==> src/rtl/expr_evaluator.sv <==
// Streaming evaluator for unsigned decimal expressions terminated by '='.
// '*' binds tighter than '+'/'-'; results are registered and held until the next '='.
module expr_evaluator #(
  parameter int unsigned WIDTH     = 32,
  parameter bit          ALLOW_SUB = 1'b0
) (
  input  logic             clk,
  input  logic             reset,
  input  logic             in_valid,
  input  logic [7:0]       in_char,
  output logic             out_done,
  output logic             out_legal,
  output logic [WIDTH-1:0] out_result,
  output logic             out_ovf
);

  localparam int unsigned NW = WIDTH + 4;
  localparam int unsigned PW = 2 * WIDTH;
  localparam int unsigned AW = WIDTH + 1;
  localparam logic [WIDTH-1:0] ONE = WIDTH'(1);
  localparam bit TRACK_OVF = !ALLOW_SUB;

  typedef enum logic [1:0] {S_START, S_NUM, S_OP, S_ERR} state_t;

  state_t           state, state_d;
  logic [WIDTH-1:0] num, num_d;
  logic [WIDTH-1:0] prod, prod_d;
  logic [WIDTH-1:0] sum, sum_d;
  logic             ovf, ovf_d;
  logic             done_d, legal_d, rovf_d;
  logic [WIDTH-1:0] result_d;

  // Character classification
  logic is_digit_c, is_plus_c, is_mul_c, is_minus_c, is_eq_c;
  logic [3:0] digit_c;

  assign is_digit_c = (in_char >= 8'h30) && (in_char <= 8'h39);
  assign is_plus_c  = (in_char == 8'h2b);
  assign is_mul_c   = (in_char == 8'h2a);
  assign is_minus_c = ALLOW_SUB && (in_char == 8'h2d);
  assign is_eq_c    = (in_char == 8'h3d);
  assign digit_c    = in_char[3:0];

  // Wide intermediates: upper bits expose unsigned wrap of each step
  logic [NW-1:0] num_x10_c;
  logic [PW-1:0] prod_num_c;
  logic [AW-1:0] acc_c;
  logic          num_wrap_c, mul_wrap_c, add_wrap_c;

  assign num_x10_c  = NW'(num) * NW'(10) + NW'(digit_c);
  assign prod_num_c = PW'(prod) * PW'(num);
  assign acc_c      = AW'(sum) + AW'(prod_num_c[WIDTH-1:0]);
  assign num_wrap_c = |num_x10_c[NW-1:WIDTH];
  assign mul_wrap_c = |prod_num_c[PW-1:WIDTH];
  assign add_wrap_c = acc_c[WIDTH];

  // Next-state and next-register logic
  always_comb begin
    state_d  = state;
    num_d    = num;
    prod_d   = prod;
    sum_d    = sum;
    ovf_d    = ovf;
    done_d   = 1'b0;
    legal_d  = out_legal;
    result_d = out_result;
    rovf_d   = out_ovf;

    if (in_valid) begin
      if (is_eq_c) begin
        state_d = S_START;
        num_d   = '0;
        prod_d  = ONE;
        sum_d   = '0;
        ovf_d   = 1'b0;
        done_d  = 1'b1;
        if (state == S_NUM) begin
          legal_d  = 1'b1;
          result_d = acc_c[WIDTH-1:0];
          rovf_d   = TRACK_OVF && (ovf || mul_wrap_c || add_wrap_c);
        end else begin
          legal_d  = 1'b0;
          result_d = '0;
          rovf_d   = 1'b0;
        end
      end else begin
        case (state)
          S_START, S_OP: begin
            if (is_digit_c) begin
              state_d = S_NUM;
              num_d   = WIDTH'(digit_c);
            end else begin
              state_d = S_ERR;
            end
          end
          S_NUM: begin
            if (is_digit_c) begin
              num_d = num_x10_c[WIDTH-1:0];
              ovf_d = TRACK_OVF && (ovf || num_wrap_c);
            end else if (is_mul_c) begin
              state_d = S_OP;
              prod_d  = prod_num_c[WIDTH-1:0];
              num_d   = '0;
              ovf_d   = TRACK_OVF && (ovf || mul_wrap_c);
            end else if (is_plus_c || is_minus_c) begin
              // A '-' term is accumulated as (-1 * factors) in two's complement
              state_d = S_OP;
              sum_d   = acc_c[WIDTH-1:0];
              prod_d  = is_minus_c ? '1 : ONE;
              num_d   = '0;
              ovf_d   = TRACK_OVF && (ovf || mul_wrap_c || add_wrap_c);
            end else begin
              state_d = S_ERR;
            end
          end
          S_ERR:   state_d = S_ERR;
          default: state_d = S_ERR;
        endcase
      end
    end
  end

  // State and datapath registers
  always_ff @(posedge clk) begin
    if (reset) begin
      state      <= S_START;
      num        <= '0;
      prod       <= ONE;
      sum        <= '0;
      ovf        <= 1'b0;
      out_done   <= 1'b0;
      out_legal  <= 1'b0;
      out_result <= '0;
      out_ovf    <= 1'b0;
    end else begin
      state      <= state_d;
      num        <= num_d;
      prod       <= prod_d;
      sum        <= sum_d;
      ovf        <= ovf_d;
      out_done   <= done_d;
      out_legal  <= legal_d;
      out_result <= result_d;
      out_ovf    <= rovf_d;
    end
  end

endmodule
==> config.mk <==
export PLATFORM = sky130hd
export DESIGN_NAME = expr_evaluator
export DESIGN_NICKNAME = d
export VERILOG_FILES = /design/src/rtl/expr_evaluator.sv
export SDC_FILE = /design/constraint.sdc
export NUM_CORES = 2
export LEC_CHECK = 0
export ABC_AREA = 1
export BUFFER_PORTS_ARGS = -buffer_cell sky130_fd_sc_hd__buf_2
export CAP_MARGIN = 20
export CORE_MARGIN = 5
export CORE_UTILIZATION = 40
export DETAILED_ROUTE_END_ITERATION = 8
export SLEW_MARGIN = 20
export SYNTH_ARGS = -nofsm -noshare
export SYNTH_HDL_FRONTEND = slang
export SYNTH_SLANG_ARGS = --single-unit
==> constraint.sdc <==
create_clock -name clk -period 7.91 [get_ports clk]
set_input_delay 0.791 -clock clk [delete_from_list [all_inputs] [get_ports clk]]
set_output_delay 0.791 -clock clk [all_outputs]
set_load 0.05 [all_outputs]
==> summary.md <==
| Metric | Value |
|---|---|
| Status | `complete, no violations` |
| Worst hold margin | `0.455 ns` |
| Warnings, synthesis | `0` |
| Maximum vdd ir drop | `0.162 mV` |
| Worst Skew | `0.0130 ns` |
| DIE WIDTH | `349 µm` |
| Nets | `7934` |
| Mapped Cells | `6459` |
| Most frequent cell after synthesis | `nand2_1` |
| Die H | `349 µm` |
| Final Hold Viols | `0` |
| Core Region | `114000 µm²` |
| Least-Margin Pin Slew | `1.04 ns` |
| Total grt overflow | `0` |
| Post-DP HPWL | `118000 µm` |
| Ant diodes | `0` |
| CTS tree | `built` |
| Pre-CTS setup slack | `-0.0849 ns` |
| Metal2 WL | `62200 µm` |
| Cts bufs inserted | `17` |
| Period minus WS final | `7.81 ns` |
| Worst endpoint data arrival time | `8.22 ns` |
| WS Path Type | `reg -> reg` |
| Vias in the first global route | `40.8k` |
| Final core utilization | `46.1%` |
| # clock sinks | `134` |
| Maximum number of pins on one net before global-route repair | `54` |
| FMAX | `128 MHz` |
| Max_slew headroom | `30.0%` |
| #FFs+latches synth | `134` |
| Buffers on Ports | `45` |
| Initial DRC Count | `2636` |
| Max Used Layer | `met5` |
| Worst EP required | `8.32 ns` |
| Most common cell on crit path | `fa_1` |
| Pre-antenna DRT Iters | `6` |
| Syn nets | `7727` |
| Layout cell share with drive strength beyond 1 | `12.2%` |
| Seq/Total Area, Yosys | `5.85%` |
| Crit path max-delay cell type | `fa_2` |
| Max-cap viol count | `0` |
| Final Non-Filler Cells | `8191` |
| Cell Area, Synth | `45900 µm²` |
| Number of I/O pins | `46` |
| Hold Path Class | `reg -> reg` |
| Via Count | `39.2k` |
| WL/cell | `16.7 µm` |
| RSZ-0062 raised after global routing | `true` |
| Met3 WL post-DR | `7770 µm` |
| Setup TNS | `0 ns` |
| Filler instances | `11.7k` |
| Share of the synthesized area in the top cell type | `39.2%` |
| Setup slack after layout | `0.101 ns` |
| Die area | `122000 µm²` |
| Post-route antenna net violation count | `0` |
| Final Setup Violations | `0` |
| Placer Congestion | `0.949` |
| Synthesized area per cell | `7.10 µm²` |
| Initial antenna violation count | `1` |
| Final WL | `137000 µm` |
| Drt drc | `0` |
| DR vias/cell | `4.79` |
| Clk Latency, worst-skew pair | `0.48 ns` |
| H-tree levels | `4` |
| Startpoint types | `flop` |
| Distinct cells, synth | `51` |
| Final clock period utilization by the worst path | `98.7%` |
| Share of synthesized registers carrying an async set or reset | `0%` |
| CTS clock-pin slew for the worst setup and hold paths | `0.07 ns` |
| Crit-path max cell delay | `0.65 ns` |
| Initial core utilization | `40.2%` |
| Most frequent cells after synthesis | `nand2_1 (2043), inv_1 (1786), fa_1 (899), ha_1 (358), clkbuf_1 (274)` |
| CP Capture Type | `flop` |
| CP Max Fanout | `8` |
| Top post-synthesis cells by area | `fa_1 (39%), nand2_1 (17%), inv_1 (15%)` |
| GRT Total Usage | `22.7%` |
| Max-slew violation count | `0` |
| Pwr dens | `30.4 nW/µm²` |
| Layout area overhead | `14.8%` |
| Post-synth EDFFs | `0` |
| Row count | `124` |
| Clk Tree Root Cell | `clkbuf_16` |
| Metal-1 WL | `63500 µm` |
| CTS Buffer Depth | `2` |
| Placed Instances | `8120` |
| Total leakage power | `29.5 nW` |
| Synth area leader | `fa_1` |
| First-pass GRT wire length | `221000 µm` |
| Dominant synthesized flop cell | `dfxtp_1` |
[per-stage QoR]
step	total power, mW	instance area [µm²]
after floorplan	0.739	45900
after global placement	0.773	50500
after detailed placement	0.774	50500
after CTS	1.62	51100
after global routing	1.66	52700
final	1.60	52700
[final cells by class]
cell class	count	area [µm²]	area share, %
sequential	134	2720	5.17
clock inverter	14	143	0.271
clock buffer	18	439	0.834
multi-input combinational	4233	36500	69.3
tap	1512	1890	3.59
timing repair buffer	480	4210	8.00
inverter	1800	6760	12.8
[critical path, delay by kind of cell (launching register included)]
kind / cells / cell delay [ns]
fa+ha+maj: 10 / 4.89
simple gates: 12 / 1.30
compound gates: 2 / 0.31
buf+inv: 9 / 0.64
flops: 1 / 0.37
xor+xnor: 1 / 0.23
[worst paths after layout]
check	from	end	slack, ns	depth (start not counted)
max reg2reg	prod[5]$_SDFFE_PP0P_	sum[31]$_SDFFE_PP0P_	0.10	34
min	out_legal$_SDFFE_PP0P_	out_legal$_SDFFE_PP0P_	0.46	2
min reg2reg	out_legal$_SDFFE_PP0P_	out_legal$_SDFFE_PP0P_	0.46	2
max	prod[5]$_SDFFE_PP0P_	sum[31]$_SDFFE_PP0P_	0.10	34
[placed cells by master (no fill, tap or decap), types with 17 or more instances in the layout]
master	netlist	final
ha_1	358	321
a22o_1	25	25
o21ai_0	36	30
buf_12	0	47
a21oi_2	5	24
xor2_1	53	31
nor3_1	23	20
nor2_1	239	211
nand2_1	2043	1998
nand2_2	20	55
nand4_1	24	24
inv_1	1786	1772
clkbuf_16	0	20
inv_2	11	25
nand3_1	148	141
dfxtp_1	134	109
nand3b_1	17	17
ha_4	0	31
nor2_2	6	29
xnor2_1	18	18
buf_6	0	21
a21oi_1	200	178
dfxtp_2	0	21
buf_4	1	365
xor2_2	0	19
buf_2	8	44
nand2_4	9	19
fa_1	899	890
[routing by layer]
metal,up-vias,track usage [%]
li1,18800,-
met1,19300,32.7
met2,955,36.6
met3,144,3.08
met4,2,5.11
met5,-,0
[kinds of logic (layout without fill, tap and decap cells)]
group                      Yosys count  count (layout)  share of synthesized area (%)
and+or+nand+nor                   2569            2569                           22.5
buffers and inverters             2092            2312                           17.1
adders and majority gates         1257            1257                           49.0
AOI/OAI and AO/OA                  336             336                           4.22
DFF                                134             134                           5.85
xor gates and xnor gates            71              71                           1.36
[registers in the layout (all words and copies together), names as in the netlist]
register,cells
num,32
out_result,32
prod,32
sum,32
state,2
out_done,1
out_legal,1
out_ovf,1
ovf,1
[where the power goes]
group	internal, mW	switching, mW	total [mW]
Combinational	0.0223	0.0599	0.0823
Sequential	0.675	0.00145	0.676
Clock	0.449	0.396	0.844
[what timing repair did]
action,in CTS,in global routing
gates resized for setup,14,287
hold buffers,0,0
cloned,0,3
setup buffers,0,36
endpoints found under the setup margin,10,34
pin swaps,0,72
Note: power is estimated with default switching activity, not from simulation.
